--- src/rtl/branch_compare_pipe_pkg.sv ---
// Shared types for the pipelined branch comparator.
// Branch function codes, result bundle and sizing limits.
package branch_compare_pipe_pkg;

  typedef enum logic [2:0] {
    CMP_BEQ  = 3'b000,
    CMP_BNE  = 3'b001,
    CMP_BLT  = 3'b100,
    CMP_BGE  = 3'b101,
    CMP_BLTU = 3'b110,
    CMP_BGEU = 3'b111
  } comparator_func_code;

  localparam int BRANCH_CMP_MAX_LATENCY = 4;
  localparam int BRANCH_CMP_MIN_XLEN    = 8;
  localparam int BRANCH_CMP_MAX_TAG_W   = 16;

  typedef struct packed {
    logic                            taken;
    logic                            mispredict;
    logic                            illegal;
    logic [BRANCH_CMP_MAX_TAG_W-1:0] tag;
  } branch_cmp_res_t;

endpackage

--- src/rtl/branch_compare_pipe_stage.sv ---
// One valid/ready register slice of the branch compare pipe.
// Flush clears only the valid bit; payload is left as-is.
module branch_compare_stage
  import branch_compare_pipe_pkg::*;
(
  input  logic            clk,
  input  logic            reset,
  input  logic            i_flush,
  input  logic            i_valid,
  output logic            o_ready,
  input  branch_cmp_res_t i_data,
  output logic            o_valid,
  input  logic            i_ready,
  output branch_cmp_res_t o_data
);

  logic            r_valid;
  branch_cmp_res_t r_data;

  assign o_ready = !r_valid || i_ready;
  assign o_valid = r_valid;
  assign o_data  = r_data;

  // Occupancy: load when the slot frees up, drop everything on flush.
  always_ff @(posedge clk or posedge reset) begin
    if (reset) begin
      r_valid <= 1'b0;
    end else if (i_flush) begin
      r_valid <= 1'b0;
    end else if (o_ready) begin
      r_valid <= i_valid;
    end
  end

  // Payload: capture on every transfer into this slot.
  always_ff @(posedge clk or posedge reset) begin
    if (reset) begin
      r_data <= '0;
    end else if (o_ready && i_valid) begin
      r_data <= i_data;
    end
  end

endmodule

--- src/rtl/branch_compare_pipe.sv ---
// Pipelined RV32I branch comparator with tag and mispredict check.
// Optional perf counters: define BRANCH_COMPARE_PERF_EN.
module branch_compare_pipe
  import branch_compare_pipe_pkg::*;
#(
  parameter int XLEN    = 32,
  parameter int LATENCY = 2,
  parameter int TAG_W   = 5
) (
  input  logic                clk,
  input  logic                reset,
  input  logic                in_valid,
  output logic                in_ready,
  input  comparator_func_code in_func,
  input  logic [XLEN-1:0]     in_a,
  input  logic [XLEN-1:0]     in_b,
  input  logic [TAG_W-1:0]    in_tag,
  input  logic                in_pred_taken,
  input  logic                flush,
  output logic                out_valid,
  input  logic                out_ready,
  output logic                out_taken,
  output logic                out_mispredict,
  output logic                out_illegal,
  output logic [TAG_W-1:0]    out_tag,
  output logic [31:0]         perf_resolved,
  output logic [31:0]         perf_mispredict
);

  logic            w_eq;
  logic            w_lt_s;
  logic            w_lt_u;
  logic            w_raw;
  logic            w_legal;
  branch_cmp_res_t w_res;
  branch_cmp_res_t w_out;
  logic            w_unused_tag;

  assign w_eq   = (in_a == in_b);
  assign w_lt_s = ($signed(in_a) < $signed(in_b));
  assign w_lt_u = (in_a < in_b);

  // Resolve the condition and build the stage-1 payload.
  always_comb begin
    w_raw   = 1'b0;
    w_legal = 1'b1;
    w_res   = '0;
    case (in_func)
      CMP_BEQ:  w_raw = w_eq;
      CMP_BNE:  w_raw = !w_eq;
      CMP_BLT:  w_raw = w_lt_s;
      CMP_BGE:  w_raw = !w_lt_s;
      CMP_BLTU: w_raw = w_lt_u;
      CMP_BGEU: w_raw = !w_lt_u;
      default:  w_legal = 1'b0;
    endcase
    w_res.illegal          = !w_legal;
    w_res.taken            = w_legal && w_raw;
    w_res.mispredict       = w_legal && (w_raw ^ in_pred_taken);
    w_res.tag[TAG_W-1:0]   = in_tag;
  end

  genvar gi;
  for (gi = 0; gi < LATENCY; gi++) begin : g_stg
    logic            w_iv;
    logic            w_ir;
    logic            w_ov;
    logic            w_dr;
    branch_cmp_res_t w_id;
    branch_cmp_res_t w_od;

    if (gi == 0) begin : g_head
      assign w_iv = in_valid;
      assign w_id = w_res;
    end else begin : g_link
      assign w_iv = g_stg[gi-1].w_ov;
      assign w_id = g_stg[gi-1].w_od;
    end

    if (gi == LATENCY - 1) begin : g_tail
      assign w_dr = out_ready;
    end else begin : g_mid
      assign w_dr = g_stg[gi+1].w_ir;
    end

    branch_compare_stage u_stage (
      .clk     (clk),
      .reset   (reset),
      .i_flush (flush),
      .i_valid (w_iv),
      .o_ready (w_ir),
      .i_data  (w_id),
      .o_valid (w_ov),
      .i_ready (w_dr),
      .o_data  (w_od)
    );
  end

  assign in_ready       = g_stg[0].w_ir;
  assign out_valid      = g_stg[LATENCY-1].w_ov;
  assign w_out          = g_stg[LATENCY-1].w_od;
  assign out_taken      = w_out.taken;
  assign out_mispredict = w_out.mispredict;
  assign out_illegal    = w_out.illegal;
  assign out_tag        = w_out.tag[TAG_W-1:0];
  assign w_unused_tag   = ^w_out.tag;

`ifdef BRANCH_COMPARE_PERF_EN
  logic [31:0] r_perf_resolved;
  logic [31:0] r_perf_mispredict;

  // Count legal results as they retire; flush never touches these.
  always_ff @(posedge clk or posedge reset) begin
    if (reset) begin
      r_perf_resolved   <= '0;
      r_perf_mispredict <= '0;
    end else if (out_valid && out_ready && !w_out.illegal) begin
      r_perf_resolved <= r_perf_resolved + 32'd1;
      if (w_out.mispredict) begin
        r_perf_mispredict <= r_perf_mispredict + 32'd1;
      end
    end
  end

  assign perf_resolved   = r_perf_resolved;
  assign perf_mispredict = r_perf_mispredict;
`else
  assign perf_resolved   = '0;
  assign perf_mispredict = '0;
`endif

endmodule
--- config.mk ---
export PLATFORM = sky130hd
export DESIGN_NAME = branch_compare_pipe
export DESIGN_NICKNAME = d
export VERILOG_FILES = /design/src/rtl/branch_compare_pipe_pkg.sv /design/src/rtl/branch_compare_pipe_stage.sv /design/src/rtl/branch_compare_pipe.sv
export SDC_FILE = /design/constraint.sdc
export NUM_CORES = 1
export LEC_CHECK = 0
export CORE_UTILIZATION = 36
export CTS_BUF_LIST = sky130_fd_sc_hd__clkbuf_8
export CTS_CLUSTER_DIAMETER = 30
export CTS_CLUSTER_SIZE = 28
export DETAILED_ROUTE_END_ITERATION = 10
export MAX_ROUTING_LAYER = met4
export PLACE_DENSITY = 0.88
export SETUP_SLACK_MARGIN = 0.05
export SLEW_MARGIN = 20
export SYNTH_ARGS = -nofsm -noshare
export SYNTH_HDL_FRONTEND = slang
export SYNTH_SLANG_ARGS = --single-unit
--- constraint.sdc ---
create_clock -name clk -period 1.7 [get_ports clk]
set_clock_uncertainty 0.2 [all_clocks]
set_input_delay 0.17 -clock clk [delete_from_list [all_inputs] [get_ports clk]]
set_output_delay 0.17 -clock clk [all_outputs]
set_load 0.03 [all_outputs]
==> results of run 1 <==
==> worst paths after layout <==
path / end / cells past startpoint / slack (ns) / start
worst max-delay path: g_stg[0].u_stage.o_data[17] / 10 / -0.71 / in_a[13]
worst min-delay path: g_stg[0].u_stage.o_data[0] / 3 / 0.06 / reset
worst max register to register: g_stg[1].u_stage.o_data[1] / 4 / 0.18 / g_stg[1].u_stage.o_valid
worst min register to register: g_stg[0].u_stage.o_data[17] / 2 / 0.29 / g_stg[0].u_stage.o_data[17]
max in group asynchronous: g_stg[1].u_stage.o_valid / 3 / 1.04 / reset
min in group clk: g_stg[1].u_stage.o_valid / 2 / 0.28 / flush
==> power by group <==
group / switching, mW / internal, mW / total [mW]
clock network: 0.130 / 0.205 / 0.336
logic: 0.532 / 0.392 / 0.924
registers: 0.0319 / 0.496 / 0.528
==> state kept, by name, summed over array words and instances (netlist names) <==
register / flops
g_stg.u_stage.o_valid: 2
g_stg.u_stage.o_data: 16
==> logic make-up (layout without fill, tap and decap cells) <==
| group | count (synthesis) | after routing |
|---|---|---|
| flip-flops | 18 | 18 |
| adder cells (fa/ha/maj) | 32 | 32 |
| multiplexers | 14 | 14 |
| AO/OA/AOI/OAI | 31 | 31 |
| AND/OR/NAND/NOR | 42 | 42 |
| buffers and inverters | 99 | 146 |
| XOR/XNOR | 1 | 1 |
| other | 1 | 64 |
==> layer usage <==
metal  vias to the layer above  GRT usage  part of all wire
met1                       844      0.165              0.37
met5                         -          -                 0
met4                         0     0.0453             0.010
met2                        86      0.358              0.57
li1                        896          -                 -
met3                         6     0.0141             0.056
==> synth_stat cells (all sizes together), types with 2 or more instances <==
cell	instances	area, um2
nand3	4	20.0
o21ai	4	20.0
nor2	6	22.5
or4	3	23.8
buf	64	480
mux2	14	158
o211ai	2	15.0
and4	3	30.0
nand2	12	45.0
nor3	2	10.0
nor4	2	12.5
ha	32	400
a211oi	2	15.0
inv	34	128
dfrtp	18	450
a21oi	15	75.1
nor2b	3	18.8
nand4	5	31.3
==> worst reg2reg max path, stage by stage, from the launching register on <==
cell	delay, ns
dfrtp_2	0.34
nor2b_2	0.20
nand2b_1	0.18
buf_12	0.14
mux2_2	0.33
==> cell type report <==
cell class              count  area (um2)
repair buffers            108         906
fillers                   509        2250
clock buffers               4        55.1
flip-flops and latches     18         452
well taps                  72        90.1
inverters                  34         148
multi-input cells         184        1600
==> through the flow <==
stage	power [mW]	utilization	hold slack, ns
2_1_floorplan	1.17	-	-0.0915
3_3_place_gp	1.43	0.558	0.273
3_5_place_dp	1.46	0.558	0.278
4_1_cts	1.80	0.587	0.0564
5_1_grt	1.91	0.591	0.0794
6_report	1.79	0.591	0.0561
==> what timing repair did <==
| action | CTS | global route |
|---|---|---|
| buffers inserted | 2 | 1 |
| pin swaps | 30 | 1 |
| setup endpoints to repair | 7 | 6 |
| endpoints found under the hold margin | 0 | 0 |
| resized for setup | 200 | 5 |
==> metrics.txt, run 1 <==
status=finished with violations; failing checks=setup timing; number of instances in the placed design=just over 400; setup slack after layout=-0.707 ns; die width=77.7 um; initial core utilization=0.374; H-Tree Depth=1; vias in the first global route=1886; Period Utilization, post-route=1.42; Ys Warns=0; DRC violations left=0; latest clock arrival within the worst-skew pair=between 0.2 and 0.3 ns; dpl hpwl=4.06 mm; Post-Synth Adder-Cell Area=0.194; Worst Path Buf+Inv=2; largest family of logic cells by synthesized area=buffers and inverters; Synth Flop Type=dfrtp_1; Max IR drop VDD=between 0.3 and 0.4 mV; Leakage Power=1.63 nW; Max FO, Critical Path=3; Crit. End Element=flip-flop; Finished Layout Cells=420; worst path required time=1.65 ns; Synth Area in Compound Gates=0.0977; Post-synth ARST share=1.00; Pins Over Slew Limit=0; max incr delay on CP=0.52 ns; synthesis-to-finish area growth=57.8%; crit path kind=in2reg; Mean Syn Cell Area=8.66 um2; Gate Count Post-Synth=238; layout cells sized above 1=0.397; number of cell rows=27; DR iter-0 viols=19; pwr/cell area=550 nW/um2; Core Area=about 5500 um2; WL final=about 5.0 mm; commonest non-fill, non-tap cells in the layout=conb_1 (64), dlygate4sd2_1 (27), buf_2 (25); die area=6030 um2; hold_buf cts=0; root buffer selected by CTS=clkbuf_8; maximum clock path buffer count=2; global-route usage over all layers=0.172; post-synthesis mux area share=0.0765; grt ovf=0; CTS tree=built; Final Hold Fails=0; total iterations of the first detailed-routing run=4; maxcap violations=0; post-synth design cell area=2060 um2; Synth Area in XOR/XNOR=0.00425; crit-path leading delay family=simple AND/OR/NAND/NOR gates; EDFF count, synth=0; Port Buf Inserts=87; hold crit path type=in2async; Peak Freq=416 MHz; Simple-Gate Fraction of Synth Area=0.110; I/O Pins=152; post-route minimum period=around 2.4 ns; Die Y=77.7 um; Critical-path top delay cell=or4_4; routed wire length per instance=between 10 and 15 um; ANT nets after route=0; first-pass GRT wire length=a little over 8 mm; commonest non-fill, non-tap cell in the layout=conb_1; Finish-stage setup viols=2; crit path cell chain=dlygate4sd2_1 > ha_4 > and4_4 > nand3_4 > buf_6 > or4_4 > a211oi_2 > a31o_2 > nor4_2 > o41ai_2; WP data arrival=2.36 ns; vias=1832; initial antenna violation count=0; RSZ-0062 raised after global routing=yes; sequential area share after synthesis=0.218; RD Place Congestion=0.761; post-layout instance area=3250 um2; largest net degree at the start of global routing=19; dpl ws=-1.60 ns; Placed Area=3070 um2; ANT cells=0; TritonCTS Buffers=3; CP Launch Type=input port; clock sinks=18; nets=459; Vias per Instance=4.36; Clock transition at path regs=around 0.060 ns; flops & latches, synth=18; setup TNS=-1.25 ns; Distinct cells, synth=32
Note: power is estimated with default switching activity, not from simulation.
==> run 2: changes to the inputs <==
--- a/config.mk
+++ b/config.mk
@@ -5,13 +5,13 @@
 export SDC_FILE = /design/constraint.sdc
 export NUM_CORES = 1
 export LEC_CHECK = 0
-export CORE_UTILIZATION = 36
-export CTS_BUF_LIST = sky130_fd_sc_hd__clkbuf_8
+export CORE_UTILIZATION = 35
+export CTS_BUF_LIST = sky130_fd_sc_hd__clkbuf_8 sky130_fd_sc_hd__clkbuf_16
 export CTS_CLUSTER_DIAMETER = 30
 export CTS_CLUSTER_SIZE = 28
 export DETAILED_ROUTE_END_ITERATION = 10
 export MAX_ROUTING_LAYER = met4
-export PLACE_DENSITY = 0.88
+export PLACE_DENSITY = 0.8
 export SETUP_SLACK_MARGIN = 0.05
 export SLEW_MARGIN = 20
 export SYNTH_ARGS = -nofsm -noshare
==> run 2 against run 1 <==
Clock power is 5% higher. Global-route usage is 1.0 points lower. Core utilization is 1.9 points higher. Die area is 2.8% higher. First-iteration DRC count is 47% lower. The run still ends with setup timing left. Highest routed layer unchanged. Register-to-register slack better by 0.03 ns. Setup slack worse by 0.12 ns. Critical path type unchanged. Final cell count is 1.7% higher. Largest cell class unchanged.
==> metrics.txt, run 2 (same netlist as run 1, synthesis figures left out) <==
dpl ws=-1.63 ns (was -1.60 ns); Max FO, Critical Path=3 (unchanged); setup slack after layout=-0.823 ns (was -0.707 ns); largest net degree at the start of global routing=19 (unchanged); H-Tree Depth=1 (unchanged); Critical-path top delay cell=or4_4 (unchanged); DRC violations left=0 (unchanged); setup TNS=-1.41 ns (was -1.25 ns); initial antenna violation count=0 (unchanged); routed wire length per instance=11.3 um (was 11.8 um); ANT cells=0 (unchanged); worst setup path start=in_b[14] (was in_a[13]); Worst Path Buf+Inv=4 (was 2); Pins Over Slew Limit=0 (unchanged); failing checks=setup timing (unchanged); Vias per Instance=4.34 (was 4.36); total iterations of the first detailed-routing run=3 (was 4); RR Startpoint=g_stg[1].u_stage.o_valid (unchanged); global-route usage over all layers=0.162 (was 0.172); grt ovf=0 (unchanged); latest clock arrival within the worst-skew pair=0.25 ns (about the same); commonest non-fill, non-tap cell in the layout=conb_1 (unchanged); max incr delay on CP=0.52 ns (about the same); Setup crit end=g_stg[0].u_stage.o_data[17] (unchanged); Peak Freq=396 MHz (was 416 MHz); root buffer selected by CTS=clkbuf_8 (unchanged); TritonCTS Buffers=3 (unchanged); max FFs per register=16 (unchanged); clock sinks=18 (unchanged); commonest non-fill, non-tap cells in the layout=conb_1 (64), ha_4 (25), buf_4 (24) (was conb_1 (64), dlygate4sd2_1 (27), buf_2 (25)); Levels on crit path=12 (was 10); Period Utilization, post-route=1.48 (was 1.42); CTS tree=built (unchanged); initial core utilization=0.368 (was 0.374); WP data arrival=2.48 ns (was 2.36 ns); Max IR drop VDD=0.299 mV (was 0.375 mV); Leakage Power=1.69 nW (was 1.63 nW); Final Hold Fails=0 (unchanged); vias in the first global route=1896 (was 1886); die width=78.8 um (was 77.7 um); critical path's most frequent cell=buf_6; Reg2Reg Capture Point=g_stg[1].u_stage.o_data[2] (was g_stg[1].u_stage.o_data[1]); die area=6200 um2 (was 6030 um2); crit path cell chain=dlygate4sd2_1 > inv_2 > ha_4 > and4_4 > nand3_4 > buf_6 > or4_4 > a211oi_2 > a31o_2 > buf_6 > nor4_4 > o41ai_2 (was dlygate4sd2_1 > ha_4 > and4_4 > nand3_4 > buf_6 > or4_4 > a211oi_2 > a31o_2 > nor4_2 > o41ai_2); Crit. End Element=flip-flop (unchanged); synthesis-to-finish area growth=65.8% (was 57.8%); DR iter-0 viols=10 (was 19); vias=1852 (was 1832); Core Area=5610 um2 (was 5510 um2); crit path kind=in2reg (unchanged); first-pass GRT wire length=7.84 mm (was 8.07 mm); pwr/cell area=540 nW/um2 (was 550 nW/um2); maxcap violations=0 (unchanged); hold crit path type=in2async (unchanged); RD Place Congestion=0.727 (was 0.761); Clock transition at path regs=0.07 ns (was 0.06 ns); Power, Total=1.85 mW (was 1.79 mW); Die Y=78.8 um (was 77.7 um); worst path required time=1.65 ns (about the same); RSZ-0062 raised after global routing=yes (unchanged); status=finished with violations (unchanged); I/O Pins=152 (unchanged); reg2reg path depth=4 (unchanged); layout cells sized above 1=0.420 (was 0.397); WL final=4.83 mm (was 4.95 mm); nets=466 (was 459); Port Buf Inserts=87 (unchanged); Finish-stage setup viols=2 (unchanged); dpl hpwl=3.69 mm (was 4.06 mm); crit-path leading delay family=simple AND/OR/NAND/NOR gates (unchanged); number of cell rows=27 (unchanged); maximum clock path buffer count=2 (unchanged); CP Launch Type=input port (unchanged); post-route minimum period=2.52 ns (was 2.41 ns); ANT nets after route=0 (unchanged); Reg2Reg Setup Slack=0.21 ns (was 0.18 ns)
## run 2: worst min-delay path by stage
stage | startpoint | end | slack [ns] | cells past startpoint
finish | reset | g_stg[1].u_stage.o_data[17] | 0.03 | 3
floorplan | reset | g_stg[0].u_stage.o_data[0] | -0.09 | 1
detailed placement | g_stg[0].u_stage.o_data[17] | g_stg[0].u_stage.o_data[17] | 0.28 | 2
global placement | g_stg[0].u_stage.o_data[17] | g_stg[0].u_stage.o_data[17] | 0.27 | 2
global route | reset | g_stg[1].u_stage.o_valid | 0.06 | 3
CTS | reset | g_stg[1].u_stage.o_data[1] | 0.03 | 3
## run 2: area by class of cell
cell class                 instances  area, um2
clock buffer                       4       55.1
fill                             487       2190
inverter                          34        148
multi-input combinational        184       1650
sequential                        18        452
tap                               72       90.1
timing repair buffer             115       1030
## run 2: tightest hold or removal path: stages
cell and delay [ns]:
clkdlybuf4s50_1 0.40, inv_1 0.05, buf_4 0.24
## run 2: timing repair
item,4_1_cts,5_1_grt
buffers inserted,6,4
hold buffers,0,0
gates resized for setup,200,25
endpoints found under the setup margin,6,7
pin swaps,32,16
## run 2: per-layer routing
layer | track usage | routed length, um
met1 | 0.173 | 1860
met2 | 0.312 | 2600
met3 | 0.0172 | 287
met4 | 0.0444 | 82
met5 | - | 0
## run 2: through the flow
step	hold slack, ns	utilization	area (um2)	cells
floorplan	-0.0915	-	2450	301
global placement	0.273	0.548	3070	413
detailed placement	0.278	0.548	3070	413
CTS	0.0318	0.587	3290	423
global route	0.0572	0.610	3420	427
finish	0.0304	0.610	3420	427
## run 2: report_power, final
part / switching (mW) / internal, mW / total, mW / leakage, nW
clock network: 0.148 / 0.206 / 0.354 / 0.0288
registers: 0.0294 / 0.496 / 0.525 / 0.218
logic: 0.540 / 0.429 / 0.969 / 1.45
total: 0.717 / 1.13 / 1.85 / 1.69
==> run 3: changes to the inputs <==
--- a/config.mk
+++ b/config.mk
@@ -5,15 +5,17 @@
 export SDC_FILE = /design/constraint.sdc
 export NUM_CORES = 1
 export LEC_CHECK = 0
-export CORE_UTILIZATION = 35
+export CORE_UTILIZATION = 50
 export CTS_BUF_LIST = sky130_fd_sc_hd__clkbuf_8 sky130_fd_sc_hd__clkbuf_16
 export CTS_CLUSTER_DIAMETER = 30
 export CTS_CLUSTER_SIZE = 28
 export DETAILED_ROUTE_END_ITERATION = 10
+export DONT_BUFFER_PORTS = 1
+export GPL_TIMING_DRIVEN = 0
 export MAX_ROUTING_LAYER = met4
-export PLACE_DENSITY = 0.8
+export PLACE_DENSITY = 0.63
 export SETUP_SLACK_MARGIN = 0.05
-export SLEW_MARGIN = 20
+export SLEW_MARGIN = 5
 export SYNTH_ARGS = -nofsm -noshare
 export SYNTH_HDL_FRONTEND = slang
 export SYNTH_SLANG_ARGS = --single-unit
==> run 3 against run 2 <==
The run still ends with setup timing left. Combinational power down 29%. Routed wire length is 9.4% lower. Die area decreased by 29%. Register-to-register slack worse by 0.15 ns. Sequential cell count is the same. First-iteration DRC count shrank 30%. Final cell count fell by 14%. Largest cell class unchanged. Highest routed layer unchanged.
==> metrics.txt, run 3 (same netlist as run 1, synthesis figures left out) <==
number of cell rows=22 (was 27); RR Startpoint=g_stg[1].u_stage.o_valid (unchanged); layout cells sized above 1=0.382 (was 0.420); largest net degree at the start of global routing=19 (unchanged); Vias per Instance=4.52 (was 4.34); Pins Over Slew Limit=0 (unchanged); Peak Freq=411 MHz (was 396 MHz); global-route usage over all layers=0.199 (was 0.162); pwr/cell area=592 nW/um2 (was 540 nW/um2); CTS tree=built (unchanged); root buffer selected by CTS=clkbuf_8 (unchanged); Crit. End Element=flip-flop (unchanged); I/O Pins=152 (unchanged); clock sinks=18 (unchanged); Setup crit end=g_stg[0].u_stage.o_data[17] (unchanged); dpl ws=-1.01 ns (was -1.63 ns); RSZ-0062 raised after global routing=yes (unchanged); Final Hold Fails=0 (unchanged); vias=1659 (was 1852); setup TNS=-1.38 ns (was -1.41 ns); failing checks=setup timing (unchanged); Comb pwr share=0.411 (was 0.524); Slew HR=0.543; setup slack after layout=-0.732 ns (was -0.823 ns); slew of the pin with the lowest slew margin=0.685 ns; routed wire length per instance=11.9 um (was 11.3 um); CP Launch Type=input port (unchanged); fillcell total=308 (was 487); WL final=4.37 mm (was 4.83 mm); TritonCTS Buffers=3 (unchanged); Port Buf Inserts=0 (was 87); first-pass GRT wire length=6.43 mm (was 7.84 mm); dpl hpwl=3.47 mm (was 3.69 mm); crit path kind=in2reg (unchanged); vias in the first global route=1537 (was 1896); nets=430 (was 466); ANT nets after route=0 (unchanged); latest clock arrival within the worst-skew pair=0.26 ns (was 0.25 ns); reg2reg path depth=4 (unchanged); grt ovf=0 (unchanged); commonest non-fill, non-tap cells in the layout=buf_4 (67), conb_1 (64), inv_1 (26) (was conb_1 (64), ha_4 (25), buf_4 (24)); Finish-stage setup viols=2 (unchanged); status=finished with violations (unchanged); initial core utilization=0.543 (was 0.368); maximum clock path buffer count=2 (unchanged); die area=4390 um2 (was 6200 um2); Reg2Reg Setup Slack=0.06 ns (was 0.21 ns); Flop pwr share=0.381 (was 0.284); power share of the clock group=0.208 (was 0.191); Die Y=66.2 um (was 78.8 um); worst path required time=1.66 ns (was 1.65 ns); max FFs per register=16 (unchanged); maxcap violations=0 (unchanged); initial antenna violation count=0 (unchanged); Period Utilization, post-route=1.43 (was 1.48); WP data arrival=2.39 ns (was 2.48 ns); Leakage Power=1.58 nW (was 1.69 nW); Clock transition at path regs=0.07 ns (about the same); hold crit path type=in2reg (was in2async); max incr delay on CP=0.54 ns (was 0.52 ns); total iterations of the first detailed-routing run=3 (unchanged); Max FO, Critical Path=4 (was 3); NetSw=0.647 mW (was 0.717 mW); Critical-path top delay cell=or4_4 (unchanged); post-layout util=0.742 (was 0.610); Sw Share=0.388 (about the same); Pint=1.02 mW (was 1.13 mW); post-route minimum period=2.43 ns (was 2.52 ns); Reg2Reg Capture Point=g_stg[0].u_stage.o_data[4] (was g_stg[1].u_stage.o_data[2]); commonest non-fill, non-tap cell in the layout=buf_4 (was conb_1); DR iter-0 viols=7 (was 10); ANT cells=0 (unchanged); RD Place Congestion=0.741 (was 0.727); crit path cell chain=inv_2 > ha_1 > nand4_1 > or4_4 > or4_4 > a211oi_2 > a31o_2 > nor4_2 > o41ai_2 (was dlygate4sd2_1 > inv_2 > ha_4 > and4_4 > nand3_4 > buf_6 > or4_4 > a211oi_2 > a31o_2 > buf_6 > nor4_4 > o41ai_2); critical path's most frequent cell=or4_4 (was buf_6); Core Area=3800 um2 (was 5610 um2); worst setup path start=in_b[24] (was in_b[14]); H-Tree Depth=1 (unchanged); synthesis-to-finish area growth=36.8% (was 65.8%); DRC violations left=0 (unchanged); Max IR drop VDD=0.693 mV (was 0.299 mV); die width=66.2 um (was 78.8 um)
==> run 3: cell count changes in the layout (fill, tap and decap cells not counted), moves of 15 or more <==
cell and delta:
ha_1 +15, clkdlybuf4s50_1 -21, buf_4 +43, ha_4 -15, buf_6 -18, inv_1 +16
buf_2 -17, dlygate4sd2_1 -23, inv_2 -17
==> run 3: metal layers <==
metal | up-vias | GRT usage | wire length [um]
met2 | 100 | 0.341 | 2200
met1 | 713 | 0.220 | 1640
li1 | 842 | - | -
met4 | 0 | 0.0559 | 42
met5 | - | - | 0
met3 | 4 | 0.0655 | 494
==> run 3: through the flow <==
stage	hold slack [ns]	power (mW)	instance area, um2	std cells
floorplan	-0.0915	1.17	2450	301
CTS	0.00164	1.61	2730	366
detailed placement	-0.00650	1.23	2510	349
finish	0.00918	1.67	2820	367
global placement	-0.0145	1.23	2510	349
global route	0.0405	1.77	2820	367
==> run 3: worst max-delay path: cells and delay by family <==
family / cells / cell delay (ns)
AND/OR/NAND/NOR: 4 / 1.30
AO/OA/AOI/OAI: 3 / 0.65
adder cells (fa/ha/maj): 1 / 0.26
buffers and inverters: 1 / 0.01
==> run 3: power groups by stage <==
stage / Sequential, mW / Combinational [mW] / Clock, mW
floorplan: 0.621 / 0.549 / 0
global placement: 0.637 / 0.588 / 0
CTS: 0.631 / 0.631 / 0.352
detailed placement: 0.638 / 0.596 / 0
global route: 0.644 / 0.753 / 0.376
finish: 0.636 / 0.687 / 0.347
==> run 3: how the worst min path moves through the flow <==
stage,startpoint,to,slack [ns],depth (start not counted)
final,in_func[1],g_stg[0].u_stage.o_data[17],0.009,2
after global placement,reset,g_stg[0].u_stage.o_data[4],-0.01,1
after floorplan,reset,g_stg[0].u_stage.o_data[0],-0.09,1
after CTS,in_func[1],g_stg[0].u_stage.o_data[17],0.002,2
after global routing,in_pred_taken,g_stg[0].u_stage.o_data[17],0.04,2
after detailed placement,reset,g_stg[0].u_stage.o_data[4],-0.006,1
==> run 3: final cells by class <==
type                    instances  area (um2)  area share
multi-input cells             185        1480       0.525
clock buffers                   4        55.1      0.0195
plain buffers                  65         500       0.177
flip-flops and latches         18         452       0.160
well taps                      48        60.1      0.0213
repair buffers                 13         123      0.0435
inverters                      34         150      0.0532
==> run 3: timing repair <==
item | CTS | global route
pin swaps | 4 | 2
cloned | 1 | 0
endpoints found under the hold margin | 27 | 0
buffers inserted | 2 | 1
hold buffers | 10 | 0
endpoints found under the setup margin | 16 | 11
gates resized for setup | 8 | 19
